`config.mk`:
```
export PLATFORM = sky130hd
export DESIGN_NAME = dac_pattern_loader
export DESIGN_NICKNAME = d
export VERILOG_FILES = /design/src/rtl/dac_loader_pkg.sv /design/src/rtl/dac_pattern_loader_byte_timeout.sv /design/src/rtl/dac_pattern_loader.sv
export SDC_FILE = /design/constraint.sdc
export NUM_CORES = 1
export LEC_CHECK = 0
export ABC_AREA = 1
export ABC_CLOCK_PERIOD_IN_PS = 1900
export BUFFER_PORTS_ARGS = -buffer_cell sky130_fd_sc_hd__buf_4
export CORE_ASPECT_RATIO = 0.75
export CORE_MARGIN = 2
export CORE_UTILIZATION = 50
export CTS_CLUSTER_DIAMETER = 40
export DETAILED_ROUTE_END_ITERATION = 7
export PLACE_DENSITY = 0.76
export SYNTH_ARGS = -nofsm -noshare
export SYNTH_HDL_FRONTEND = slang
export SYNTH_SLANG_ARGS = --single-unit
export TNS_END_PERCENT = 100
```
`constraint.sdc`:
```
create_clock -name clk -period 1.9 [get_ports clk]
set_input_delay 0.19 -clock clk [delete_from_list [all_inputs] [get_ports clk]]
set_output_delay 0.19 -clock clk [all_outputs]
set_load 0.03 [all_outputs]
```
`src/rtl/dac_loader_pkg.sv`:
```
// Shared constants, FSM encoding and the configuration record of the DAC pattern loader.
// The optional acknowledge channel is enabled with DAC_LOADER_ACK_EN.
package dac_loader_pkg;

  localparam int unsigned TABLE_BYTES = 10;
  localparam int unsigned TABLE_W     = 8 * TABLE_BYTES;
  localparam int unsigned LEN_W       = 4;

  localparam logic [7:0] SYNC_BYTE  = 8'hA5;
  localparam logic [7:0] CMD_UP     = 8'h01;
  localparam logic [7:0] CMD_DOWN   = 8'h02;
  localparam logic [7:0] CMD_CFG    = 8'h03;
  localparam logic [7:0] CMD_COMMIT = 8'h04;

  localparam logic [LEN_W-1:0] LEN_UP     = 4'd10;
  localparam logic [LEN_W-1:0] LEN_DOWN   = 4'd10;
  localparam logic [LEN_W-1:0] LEN_CFG    = 4'd6;
  localparam logic [LEN_W-1:0] LEN_COMMIT = 4'd0;

  localparam logic [7:0] ACK_CODE = 8'h06;
  localparam logic [7:0] NAK_CODE = 8'h15;

  typedef enum logic [1:0] {
    S_SYNC = 2'd0,
    S_CMD  = 2'd1,
    S_PAY  = 2'd2,
    S_CHK  = 2'd3
  } state_e;

  typedef struct packed {
    logic [TABLE_W-1:0] up;
    logic [TABLE_W-1:0] down;
    logic [7:0]         up_states;
    logic [7:0]         down_states;
    logic [7:0]         idle;
    logic [15:0]        divider;
    logic               en;
    logic               set;
  } cfg_t;

  function automatic cfg_t cfg_reset();
    cfg_t c;
    c.up          = '0;
    c.down        = '0;
    c.up_states   = 8'd10;
    c.down_states = 8'd10;
    c.idle        = 8'h80;
    c.divider     = 16'd1;
    c.en          = 1'b0;
    c.set         = 1'b0;
    return c;
  endfunction

  function automatic logic cmd_known(input logic [7:0] cmd);
    return cmd inside {CMD_UP, CMD_DOWN, CMD_CFG, CMD_COMMIT};
  endfunction

  function automatic logic [LEN_W-1:0] cmd_len(input logic [7:0] cmd);
    case (cmd)
      CMD_UP:   return LEN_UP;
      CMD_DOWN: return LEN_DOWN;
      CMD_CFG:  return LEN_CFG;
      default:  return LEN_COMMIT;
    endcase
  endfunction

endpackage

```
`src/rtl/dac_pattern_loader_byte_timeout.sv`:
```
// Inter-byte watchdog: counts while enabled, clears on each byte, flags expiry at TIMEOUT_CYCLES-1.
module byte_timeout #(
  parameter int unsigned TIMEOUT_CYCLES = 100000
) (
  input  logic clk,
  input  logic rst,
  input  logic clr,
  input  logic en,
  output logic expired_c
);

  localparam int unsigned CNT_W = $clog2(TIMEOUT_CYCLES + 1);

  logic [CNT_W-1:0] cnt_q, cnt_d;

  assign expired_c = en && !clr && (cnt_q == CNT_W'(TIMEOUT_CYCLES - 1));

  always_comb begin
    cnt_d = cnt_q;
    if (clr || !en) begin
      cnt_d = '0;
    end else if (!expired_c) begin
      cnt_d = cnt_q + CNT_W'(1);
    end
  end

  always_ff @(posedge clk) begin
    if (rst) begin
      cnt_q <= '0;
    end else begin
      cnt_q <= cnt_d;
    end
  end

endmodule

```
`src/rtl/dac_pattern_loader.sv`:
```
// Framed command parser that fills shadow pattern/config registers and commits them to the sequencer.
// Define DAC_LOADER_ACK_EN to add the tx acknowledge channel (0x06 accepted / 0x15 rejected).
module dac_pattern_loader
  import dac_loader_pkg::*;
#(
  parameter int unsigned TIMEOUT_CYCLES = 100000,
  parameter int unsigned MAX_STATES     = 10
) (
  input  logic               clk,
  input  logic               rst,
  input  logic [7:0]         rx_data,
  input  logic               rx_valid,
  output logic [TABLE_W-1:0] up,
  output logic [TABLE_W-1:0] down,
  output logic [7:0]         up_states,
  output logic [7:0]         down_states,
  output logic [7:0]         idle,
  output logic [15:0]        divider,
  output logic               en,
  output logic               set,
  output logic               busy,
`ifdef DAC_LOADER_ACK_EN
  output logic [7:0]         tx_data,
  output logic               tx_valid,
  input  logic               tx_ready,
`endif
  output logic               frame_ok,
  output logic               frame_err
);

  state_e             state_q, state_d;
  logic [7:0]         cmd_q, cmd_d;
  logic [LEN_W-1:0]   rem_q, rem_d;
  logic [LEN_W-1:0]   idx_q, idx_d;
  logic [7:0]         xor_q, xor_d;
  logic [TABLE_W-1:0] buf_q, buf_d;
  cfg_t               shadow_q, shadow_d;
  cfg_t               active_q, active_d;
  logic               frame_ok_q, frame_ok_d;
  logic               frame_err_q, frame_err_d;
  logic               busy_q, busy_d;
  logic               expired_c;
  logic               chk_pass_c;
  logic               cfg_ok_c;

  byte_timeout #(
    .TIMEOUT_CYCLES(TIMEOUT_CYCLES)
  ) u_timeout (
    .clk      (clk),
    .rst      (rst),
    .clr      (rx_valid),
    .en       (state_q != S_SYNC),
    .expired_c(expired_c)
  );

  // CFG payload layout: up_states, down_states, idle, div_hi, div_lo, flags
  assign chk_pass_c = ((xor_q ^ rx_data) == 8'h00);
  assign cfg_ok_c   = (buf_q[7:0]   >= 8'd1) && (buf_q[7:0]   <= 8'(MAX_STATES)) &&
                      (buf_q[15:8]  >= 8'd1) && (buf_q[15:8]  <= 8'(MAX_STATES)) &&
                      ({buf_q[31:24], buf_q[39:32]} != 16'd0);

  always_ff @(posedge clk) begin
    if (rst) begin
      state_q     <= S_SYNC;
      cmd_q       <= '0;
      rem_q       <= '0;
      idx_q       <= '0;
      xor_q       <= '0;
      buf_q       <= '0;
      shadow_q    <= cfg_reset();
      active_q    <= cfg_reset();
      frame_ok_q  <= 1'b0;
      frame_err_q <= 1'b0;
      busy_q      <= 1'b0;
    end else begin
      state_q     <= state_d;
      cmd_q       <= cmd_d;
      rem_q       <= rem_d;
      idx_q       <= idx_d;
      xor_q       <= xor_d;
      buf_q       <= buf_d;
      shadow_q    <= shadow_d;
      active_q    <= active_d;
      frame_ok_q  <= frame_ok_d;
      frame_err_q <= frame_err_d;
      busy_q      <= busy_d;
    end
  end

  // Next-state and frame-collection datapath
  always_comb begin
    state_d = state_q;
    cmd_d   = cmd_q;
    rem_d   = rem_q;
    idx_d   = idx_q;
    xor_d   = xor_q;
    buf_d   = buf_q;
    if (rx_valid) begin
      case (state_q)
        S_SYNC: begin
          if (rx_data == SYNC_BYTE) state_d = S_CMD;
        end
        S_CMD: begin
          cmd_d = rx_data;
          xor_d = rx_data;
          idx_d = '0;
          rem_d = cmd_len(rx_data);
          if (!cmd_known(rx_data))               state_d = S_SYNC;
          else if (cmd_len(rx_data) == LEN_COMMIT) state_d = S_CHK;
          else                                   state_d = S_PAY;
        end
        S_PAY: begin
          for (int unsigned k = 0; k < TABLE_BYTES; k++) begin
            if (idx_q == LEN_W'(k)) buf_d[8*k +: 8] = rx_data;
          end
          idx_d = idx_q + LEN_W'(1);
          rem_d = rem_q - LEN_W'(1);
          xor_d = xor_q ^ rx_data;
          if (rem_q == LEN_W'(1)) state_d = S_CHK;
        end
        default: state_d = S_SYNC;
      endcase
    end else if (expired_c) begin
      state_d = S_SYNC;
    end
  end

  // Frame verdict, shadow update and commit
  always_comb begin
    frame_ok_d  = 1'b0;
    frame_err_d = 1'b0;
    shadow_d    = shadow_q;
    active_d    = active_q;
    if (rx_valid) begin
      if (state_q == S_CMD && !cmd_known(rx_data)) begin
        frame_err_d = 1'b1;
      end else if (state_q == S_CHK) begin
        if (!chk_pass_c || (cmd_q == CMD_CFG && !cfg_ok_c)) begin
          frame_err_d = 1'b1;
        end else begin
          frame_ok_d = 1'b1;
          case (cmd_q)
            CMD_UP:   shadow_d.up   = buf_q;
            CMD_DOWN: shadow_d.down = buf_q;
            CMD_CFG: begin
              shadow_d.up_states   = buf_q[7:0];
              shadow_d.down_states = buf_q[15:8];
              shadow_d.idle        = buf_q[23:16];
              shadow_d.divider     = {buf_q[31:24], buf_q[39:32]};
              shadow_d.en          = buf_q[40];
              shadow_d.set         = buf_q[41];
            end
            default:  active_d = shadow_q;
          endcase
        end
      end
    end else if (expired_c) begin
      frame_err_d = 1'b1;
    end
    busy_d = (state_d != S_SYNC);
  end

  assign up          = active_q.up;
  assign down        = active_q.down;
  assign up_states   = active_q.up_states;
  assign down_states = active_q.down_states;
  assign idle        = active_q.idle;
  assign divider     = active_q.divider;
  assign en          = active_q.en;
  assign set         = active_q.set;
  assign busy        = busy_q;
  assign frame_ok    = frame_ok_q;
  assign frame_err   = frame_err_q;

`ifdef DAC_LOADER_ACK_EN
  logic [7:0] tx_data_q, tx_data_d;
  logic       tx_valid_q, tx_valid_d;

  // Latest verdict wins over a response the host has not yet taken
  always_comb begin
    tx_data_d  = tx_data_q;
    tx_valid_d = tx_valid_q;
    if (tx_valid_q && tx_ready) tx_valid_d = 1'b0;
    if (frame_ok_d) begin
      tx_data_d  = ACK_CODE;
      tx_valid_d = 1'b1;
    end else if (frame_err_d) begin
      tx_data_d  = NAK_CODE;
      tx_valid_d = 1'b1;
    end
  end

  always_ff @(posedge clk) begin
    if (rst) begin
      tx_data_q  <= '0;
      tx_valid_q <= 1'b0;
    end else begin
      tx_data_q  <= tx_data_d;
      tx_valid_q <= tx_valid_d;
    end
  end

  assign tx_data  = tx_data_q;
  assign tx_valid = tx_valid_q;
`endif

endmodule
```
==> impl_metrics.ini, run 1 <==
[sta]
rsz0062_at_grt = true
finalSetupViolations = 158
worstMarginPinSlew_ps = 581
period_minus_slack_ps = 2000
slew_viol_final = 0
timing.fmax_ghz = 0.499
skew_ps = 16.9
slew_headroom_pct = 61.2
finalSetupTns_ps = -2770
timing.final.ws_setup_ps = -104
whs_ps = 35.7
finalHoldViolations = 0
period_share_pct = 105

[final_layout]
post-route-util_pct = 66.8
layoutNonFillerInstCount = 4143
final_area_sq_um = 28200
nFillCells = 3492
antenna_cells = 0
layout-drive-gt1-share_pct = 19.3
fin_nets = 3550
syn2layout_area_growth_pct = 31.0

[setup_path]
endpoint_kind = flip-flop
worstReg2RegStart = buf_q[15]$_SDFFE_PP0P_
cp_data_required_time_ps = 2410
reg2reg_to = shadow_q[100]$_SDFFE_PP0P_
cp.arrival_ps = 2510
crit_start = buf_q[15]$_SDFFE_PP0P_
rr_worst_depth = 14
crit_path_end = shadow_q[100]$_SDFFE_PP0P_
cp_max_fo = 20
cp-start-kind = flip-flop
r2r_slack_ps = -100
path_class = flip-flop to flip-flop

[synthesis]
ys.flop_type = dfxtp_1
synthDistinctLibCells = 36
syn_avg_cell_area_sq_um = 6.69
syn_inst = 3224
ys_ff_latch = 530
syn_area_sq_um = 21600
synth_edf_count = 0
synth_nets = 3248
seq_area_frac_synth_pct = 49.2
async_flop_share_pct = 0
yosysWarnings = 0

[global_routing]
grt_max_degree = 61
grt_usage_pct = 24.4
antenna_found_initial = 0
grt_pass1_vias = 17900
overflow = 0
grt_pass1_wl_microns = 90200

[place]
placed_area_sq_um = 24800
hpwl_microns = 34400
dp_slack_ps = -139
place_congestion = 0.867
port_buffers = 215
dpl.cell_count = 3998

[route]
drt-pass1-iter-count = 6
drtAntennaViolNets = 0
highest_layer = met4
num_vias = 19600
met1_length_microns = 27400
routed-wl-met2_microns = 27000
vias_per_cell = 4.74
route.detailed.wl_per_inst_microns = 14.5
met3WireLength_microns = 4040
drtIter0Drc = 1410
drt-total-wl_microns = 60000
post-route-drc-count = 0

[die]
row_count = 65
die_x_microns = 244
start_util_pct = 51.0
pin_count = 216
dieArea_sq_um = 44800
core_area_sq_um = 42300
die_y_microns = 184

[clock_network]
cts_buffers = 56
clkLatencyLatePin_ps = 590
cts_root_buffer = clkbuf_16
clock_path_buffers = 3
cts.sink_count = 530
cts_tree = yes
clk_pin_slew_worst_paths_ps = 70
htreeDepth = 2

[pwr]
max-vdd-ir-drop_uv = 724
p_per_area_nw_per_um2 = 819
power.total_mw = 23.1
p_leak_nw = 15.5

[status]
status = finished, violations left
violations = setup timing

[run]
maxCapViolations = 0

[worst_hold_path]
hp-class = input port to flip-flop
## worst min path at each step
stage	from	endpoint	slack, ps	cells past startpoint
after detailed placement	shadow_q[33]$_SDFFE_PP0P_	shadow_q[33]$_SDFFE_PP0P_	450	2
after global placement	shadow_q[30]$_SDFFE_PP0P_	shadow_q[30]$_SDFFE_PP0P_	440	2
final	rx_valid	cmd_q[0]$_SDFFE_PP0P_	40	3
after global routing	rx_valid	cmd_q[1]$_SDFFE_PP0P_	40	3
after CTS	rx_valid	cmd_q[1]$_SDFFE_PP0P_	8	3
after floorplan	rx_data[1]	xor_q[1]$_SDFFE_PP0P_	300	1
## worst max-delay path: stages, from the launching register on
cell and delay [ps]:
dfxtp_1 320, inv_1 60, nand2_1 60, nor2_1 100, nand2_1 60, nor2_1 130, nand3_2 130, nand2_4 100
buf_6 110, nand4_1 150, buf_12 220, clkbuf_16 200, nand2_1 70, nand2_1 50, nor2_1 150
## where the power goes
part / internal [mW] / switching (mW)
Combinational: 0.116 / 0.294
Clock: 6.92 / 4.70
Sequential: 11.1 / 0.000480
Total: 18.1 / 4.99
## layout make-up
type | instances | area [sq um] | area share (%)
flip-flops and latches | 530 | 10600 | 37.6
multi-input cells | 2061 | 9040 | 32.0
repair buffers | 408 | 4090 | 14.5
inverters | 469 | 1770 | 6.28
clock buffers | 75 | 1600 | 5.65
well taps | 569 | 712 | 2.52
clock inverters | 31 | 395 | 1.40
## cell families after synthesis
logic type | Yosys count | share of synthesized area (%)
flip-flops | 530 | 49.2
buffers and inverters | 633 | 11.6
XOR/XNOR | 11 | 0.447
AND/OR/NAND/NOR | 1811 | 32.6
AO/OA/AOI/OAI | 226 | 5.38
adder cells (fa/ha/maj) | 13 | 0.754
## cell usage in the layout (no fill, tap or decap), types with 13 or more instances in the layout
master / instances
nand2_1: 840
nor2_1: 713
dfxtp_1: 523
inv_1: 457
buf_4: 326
a21oi_1: 107
o21ai_0: 103
nor2_2: 92
clkbuf_16: 77
nand3_1: 49
buf_12: 34
nand2_2: 27
nor2_4: 25
nor3_1: 21
nand4_1: 13
ha_1: 13
buf_6: 13
## sequential cells by signal (all words and copies together) (netlist names), 16 cells and up
name             flops
buf_q               80
divider             16
down                80
shadow_q           202
u_timeout.cnt_q     17
up                  80
## metal layers
layer / vias up / track usage, %
li1: 10100 / -
met1: 8810 / 33.8
met2: 583 / 39.8
met3: 99 / 3.74
met4: 0 / 6.78
met5: - / 0
## synth_stat cells, types with 7 or more instances
cell type | number | area share [%]
xor2_1 | 10 | 0.41
inv_2 | 8 | 0.14
buf_4 | 13 | 0.45
o21ai_0 | 106 | 2.5
nor2_1 | 828 | 14
inv_1 | 459 | 8.0
clkbuf_1 | 98 | 1.7
nor3_1 | 21 | 0.49
nor4_1 | 7 | 0.20
dfxtp_1 | 530 | 49
nand2_1 | 875 | 15
nand4_1 | 13 | 0.38
ha_1 | 13 | 0.75
a21oi_1 | 107 | 2.5
nand3_1 | 50 | 1.2
buf_2 | 44 | 1.0
## timing repair
item,CTS,global route
hold endpoints to repair,7,0
pin swaps,2,37
cloned,5,24
hold buffers,3,0
endpoints found under the setup margin,318,409
resized for setup,29,209
buffers inserted,3,5
Note: power is estimated with default switching activity, not from simulation.
==> run 2, diff against run 1 <==
Settings changed: CORE_MARGIN 2 to not set.
==> run 2 against run 1 <==
  * The flow still finishes with violations (setup timing)
  * Critical endpoint is now divider[0]$_SDFFE_PP1P_
  * Combinational power down 5.4%
  * Sequential share of layout area grew 0.38 points
  * Clock skew is 4.6 ps lower
==> impl_metrics.ini, run 2 (synthesis results as in run 1) <==
[route]
vias_per_cell = 4.71
drt-total-wl_microns = 57300
drt-pass1-iter-count = 5
post-route-drc-count = 0
route.detailed.wl_per_inst_microns = 13.8
drtAntennaViolNets = 0
num_vias = 19500
drtIter0Drc = 1563

[setup_path]
reg2reg_to = divider[0]$_SDFFE_PP1P_
endpoint_kind = flip-flop
path_class = flip-flop to flip-flop
cp_max_fo = 10
cp-start-kind = flip-flop
worstReg2RegStart = buf_q[4]$_SDFFE_PP0P_
cp_data_required_time_ps = 2390
rr_worst_depth = 13
cp.arrival_ps = 2410
r2r_slack_ps = -20

[pwr]
p_leak_nw = 15.4
p_per_area_nw_per_um2 = 830
max-vdd-ir-drop_uv = 741
power.total_mw = 23.2

[clock_network]
clk_pin_slew_worst_paths_ps = 60
cts.sink_count = 530
clkLatencyLatePin_ps = 610
cts_root_buffer = clkbuf_16
htreeDepth = 2
cts_tree = yes
cts_buffers = 58
clock_path_buffers = 3

[status]
violations = setup timing
status = finished, violations left

[sta]
timing.fmax_ghz = 0.520
worstMarginPinSlew_ps = 578
whs_ps = 127
timing.final.ws_setup_ps = -24.1
period_minus_slack_ps = 1920
finalSetupViolations = 2
slew_viol_final = 0
period_share_pct = 101
slew_headroom_pct = 61.4
skew_ps = 12.3
rsz0062_at_grt = true
finalHoldViolations = 0

[final_layout]
nFillCells = 3544
layout-drive-gt1-share_pct = 18.8
regMostFlops = shadow_q
antenna_cells = 0
largest_register_ffs = 202
syn2layout_area_growth_pct = 29.7
post-route-util_pct = 66.1
final_common_cell = nand2_1
layoutNonFillerInstCount = 4137
most-common-layout-cells = nand2_1, nor2_1, dfxtp_1
fin_nets = 3547

[place]
port_buffers = 215
hpwl_microns = 34500
place_congestion = 0.862
dpl.cell_count = 3996
dp_slack_ps = -117

[die]
die_y_microns = 182
die_x_microns = 242
pin_count = 216
core_area_sq_um = 42300
dieArea_sq_um = 44000
row_count = 65
start_util_pct = 51.0

[global_routing]
antenna_found_initial = 0
grt_usage_pct = 24.4
grt_pass1_wl_microns = 88300
overflow = 0
grt_pass1_vias = 17500
grt_max_degree = 96

[run]
maxCapViolations = 0

[worst_hold_path]
hold_depth = 4
min_from = rx_data[4]
hp-class = input port to flip-flop
hold_end = buf_q[76]$_SDFFE_PP0P_
## run 2: changes by cell type in the layout (fill, tap and decap cells not counted), sizes merged
| cell | delta |
|---|---|
| dlygate4sd3 | +2 |
| clkbuf | -3 |
| clkinvlp | +4 |
| clkinv | -3 |
| inv | -1 |
| buf | -4 |
| bufinv | -1 |
## run 2: worst max-delay path by stage
stage                           startpoint  slack, ps                      end
floorplan            state_q[1]$_SDFF_PP0_        150  divider[0]$_SDFFE_PP1P_
global placement     cmd_q[2]$_SDFFE_PP0P_        -10      up[14]$_SDFFE_PP0P_
detailed placement   state_q[1]$_SDFF_PP0_       -120    buf_q[4]$_SDFFE_PP0P_
CTS                 buf_q[38]$_SDFFE_PP0P_        0.7     down[0]$_SDFFE_PP0P_
global route        buf_q[13]$_SDFFE_PP0P_       -120  divider[0]$_SDFFE_PP1P_
finish               buf_q[4]$_SDFFE_PP0P_        -20  divider[0]$_SDFFE_PP1P_
## run 2: metal layers
| metal | track usage [%] | vias to the layer above | wire length, microns |
|---|---|---|---|
| met1 | 34.8 | 8665 | 27000 |
| met2 | 38.2 | 586 | 25400 |
| met5 | 0 | - | 0 |
| met4 | 7.06 | 0 | 1270 |
| met3 | 3.75 | 81 | 3630 |
| li1 | - | 10100 | - |
## run 2: layout make-up
cell class | instances | area (sq um) | share of cell area [%]
sequential | 530 | 10600 | 38.0
multi-input combinational | 2061 | 8880 | 31.8
timing repair buffer | 400 | 3920 | 14.0
inverter | 469 | 1780 | 6.37
clock buffer | 78 | 1660 | 5.94
tap | 569 | 712 | 2.55
clock inverter | 27 | 354 | 1.27
timing repair inverter | 3 | 22.5 | 0.0806
## run 2: through the flow
stage / setup TNS, ps / area (sq um)
finish: -27.1 / 28000
global route: -14510 / 28000
CTS: 0 / 26900
detailed placement: -2110 / 24700
global placement: -185 / 24700
floorplan: 0 / 21600
## run 2: timing repair
action	4_1_cts	5_1_grt
setup endpoints to repair	96	448
gates cloned	5	21
buffers inserted	1	5
gates resized for setup	17	202
hold endpoints to repair	9	0
pin swaps	3	20
hold buffers	5	0
## run 2: critical path: stages, from the launching register on
cell and delay [ps]:
dfxtp_1 310, inv_1 50, nand2_1 50, nor2_1 120
nand2_1 80, nor2_2 120, nand3_2 100, nand2_4 90
nand4_1 110, buf_6 200, clkbuf_16 210, clkbuf_16 190
nand2_1 80, nand3_1 90
## run 2: power by group
part	internal [mW]	switching (mW)	total, mW
clock network	7.00	4.71	11.7
registers	11.1	0.000478	11.1
logic	0.101	0.287	0.388
total	18.2	5.00	23.2
==> run 3, diff against run 2 <==
Settings changed: CELL_PAD_IN_SITES_DETAIL_PLACEMENT set to 1, CELL_PAD_IN_SITES_GLOBAL_PLACEMENT set to 1, CORE_UTILIZATION 50 to 38, PLACE_DENSITY 0.76 to 0.8.
==> run 3 against run 2 <==
  * The flow still finishes with violations (setup timing)
  * Critical endpoint is now shadow_q[90]$_SDFFE_PP0P_
  * Clock-buffer cell count up 9
  * Die area up 31%
  * Non-clock buffer count up 96
  * Critical path type unchanged
  * Power up 11%
  * Global-route usage up 1.8 points
==> impl_metrics.ini, run 3 (synthesis results as in run 1) <==
[global_routing]
grt_usage_pct = 26.2
grt_pass1_wl_microns = 120000
overflow = 0
grt_max_degree = 87
antenna_found_initial = 3
grt_pass1_vias = 22000

[setup_path]
cp.arrival_ps = 2780
critPathSlowestCell = dfxtp_1
cp_data_required_time_ps = 2410
endpoint_kind = flip-flop
reg2reg_to = shadow_q[90]$_SDFFE_PP0P_
cp_top_family = simple AND/OR/NAND/NOR gates
critPathMaxStageDelay_ps = 330
cp_cell_sequence = nor2_1 -> nand2_1 -> nor2_2 -> nand2_2 -> nand3_2 -> nand2_2 -> buf_6 -> buf_6 -> nand4_1 -> buf_8 -> clkbuf_16 -> nand2_1 -> nand2_1 -> nor2_1
path_class = flip-flop to flip-flop
critical_path.most_common_cell = nand2_1
cp-start-kind = flip-flop
crit_start = buf_q[32]$_SDFFE_PP0P_
worstReg2RegStart = buf_q[32]$_SDFFE_PP0P_
rr_worst_depth = 14
r2r_slack_ps = -370
critPathBufInv = 4
cp_max_fo = 8

[sta]
slew_headroom_pct = 60.8
finalHoldViolations = 0
timing.final.ws_setup_ps = -372
worstMarginPinSlew_ps = 587
period_minus_slack_ps = 2270
rsz0062_at_grt = true
skew_ps = 45.0
whs_ps = 60.3
finalSetupViolations = 415
timing.fmax_ghz = 0.440
slew_viol_final = 0
period_share_pct = 120

[final_layout]
final_common_cell = nand2_1
most-common-layout-cells = nand2_1, nor2_1, dfxtp_1
antenna_cells = 0
layoutNonFillerInstCount = 4415
ff_latch_area_sq_um = 10600
syn2layout_area_growth_pct = 48.1
nFillCells = 6734
largest_register_ffs = 202
multi_input_area_sq_um = 10300
fin_nets = 3653
layout-drive-gt1-share_pct = 30.0
regMostFlops = shadow_q

[die]
dieArea_sq_um = 57700
start_util_pct = 38.5
pin_count = 216
core_area_sq_um = 56000
die_x_microns = 277
die_y_microns = 208
row_count = 75

[worst_hold_path]
hp-class = input port to flip-flop
hold_depth = 5
min_from = rx_valid
hold_end = frame_err$_SDFF_PP0_

[status]
violations = setup timing
status = finished, violations left

[place]
place_congestion = 0.809
dpl.cell_count = 4157
port_buffers = 215
hpwl_microns = 42800

[pwr]
max-vdd-ir-drop_uv = 562
p_per_area_nw_per_um2 = 804
p_leak_nw = 16.5
power.total_mw = 25.7

[route]
drtIter0Drc = 1738
drt-total-wl_microns = 98100
num_vias = 23000
drtAntennaViolNets = 0
vias_per_cell = 5.21
drt-pass1-iter-count = 7
post-route-drc-count = 0
route.detailed.wl_per_inst_microns = 22.2

[clock_network]
cts.sink_count = 530
clk_pin_slew_worst_paths_ps = 60
cts_buffers = 71
clkLatencyLatePin_ps = 640
cts_root_buffer = clkbuf_16
htreeDepth = 3
clock_path_buffers = 3
cts_tree = yes

[run]
maxCapViolations = 0
==> run 3: cell count changes in the layout (fill, tap and decap cells not counted), moves of 13 or more <==
cell,previous run,this run
nand2_2,48,134
buf_16,8,38
clkbuf_16,74,111
nand2_4,6,66
nor2_1,746,579
buf_12,34,47
nor2_2,77,179
nor2_4,7,72
nand2_1,825,679
buf_6,11,29
==> run 3: tightest hold or removal path, delay by kind of cell <==
| family | cells | cell delay [ps] |
|---|---|---|
| AOI/OAI and AO/OA | 1 | 80 |
| buffers and inverters | 2 | 180 |
| and+or+nand+nor | 2 | 130 |
==> run 3: metal layers <==
| layer | up-vias | track usage (%) | part of all wire, % |
|---|---|---|---|
| met4 | 6 | 7.84 | 5.1 |
| met3 | 374 | 4.38 | 7.3 |
| met2 | 973 | 43.6 | 47 |
| met5 | - | 0 | 0.041 |
| met1 | 11300 | 34.7 | 40 |
| li1 | 10400 | - | - |
==> run 3: how the worst max path moves through the flow <==
stage | cells past startpoint | slack [ps] | endpoint
floorplan | 11 | 150 | divider[0]$_SDFFE_PP1P_
global placement | 8 | -100 | buf_q[10]$_SDFFE_PP0P_
detailed placement | 8 | -250 | buf_q[40]$_SDFFE_PP0P_
CTS | 15 | -90 | up[59]$_SDFFE_PP0P_
global route | 14 | -430 | shadow_q[119]$_SDFFE_PP0P_
finish | 14 | -370 | shadow_q[90]$_SDFFE_PP0P_
==> run 3: report_power, final <==
group / switching [mW] / internal [mW] / leakage [nW]
sequential: 0.000505 / 11.1 / 4.27
clock: 5.77 / 8.38 / 1.17
combinational: 0.323 / 0.107 / 11.1
total: 6.09 / 19.6 / 16.5
==> run 3: through the flow <==
step | utilization, % | setup WS [ps] | setup TNS (ps) | instance area (sq um)
after CTS | 52.3 | -85.3 | -6120 | 29300
final | 57.0 | -372 | -80100 | 31900
after global placement | 44.4 | -101 | -6800 | 24900
after detailed placement | 44.4 | -247 | -16250 | 24900
after global routing | 57.0 | -431 | -116000 | 31900
after floorplan | - | 150 | 0 | 21600
==> run 3: cell type report <==
| cell class | instances | share of cell area [%] |
|---|---|---|
| clock buffer | 87 | 6.08 |
| clock inverter | 41 | 1.58 |
| timing repair buffer | 496 | 18.5 |
| sequential | 530 | 33.3 |
| tap | 731 | 2.86 |
| multi-input combinational | 2061 | 32.2 |
| inverter | 469 | 5.56 |
==> run 3: timing repair <==
action                                  4_1_cts  5_1_grt
hold buffers                                  3        0
setup buffers                                37       17
endpoints found under the setup margin      385      481
gates resized for setup                     258      473
cloned                                       30       49
pin swaps                                    23      122
endpoints found under the hold margin         6        0
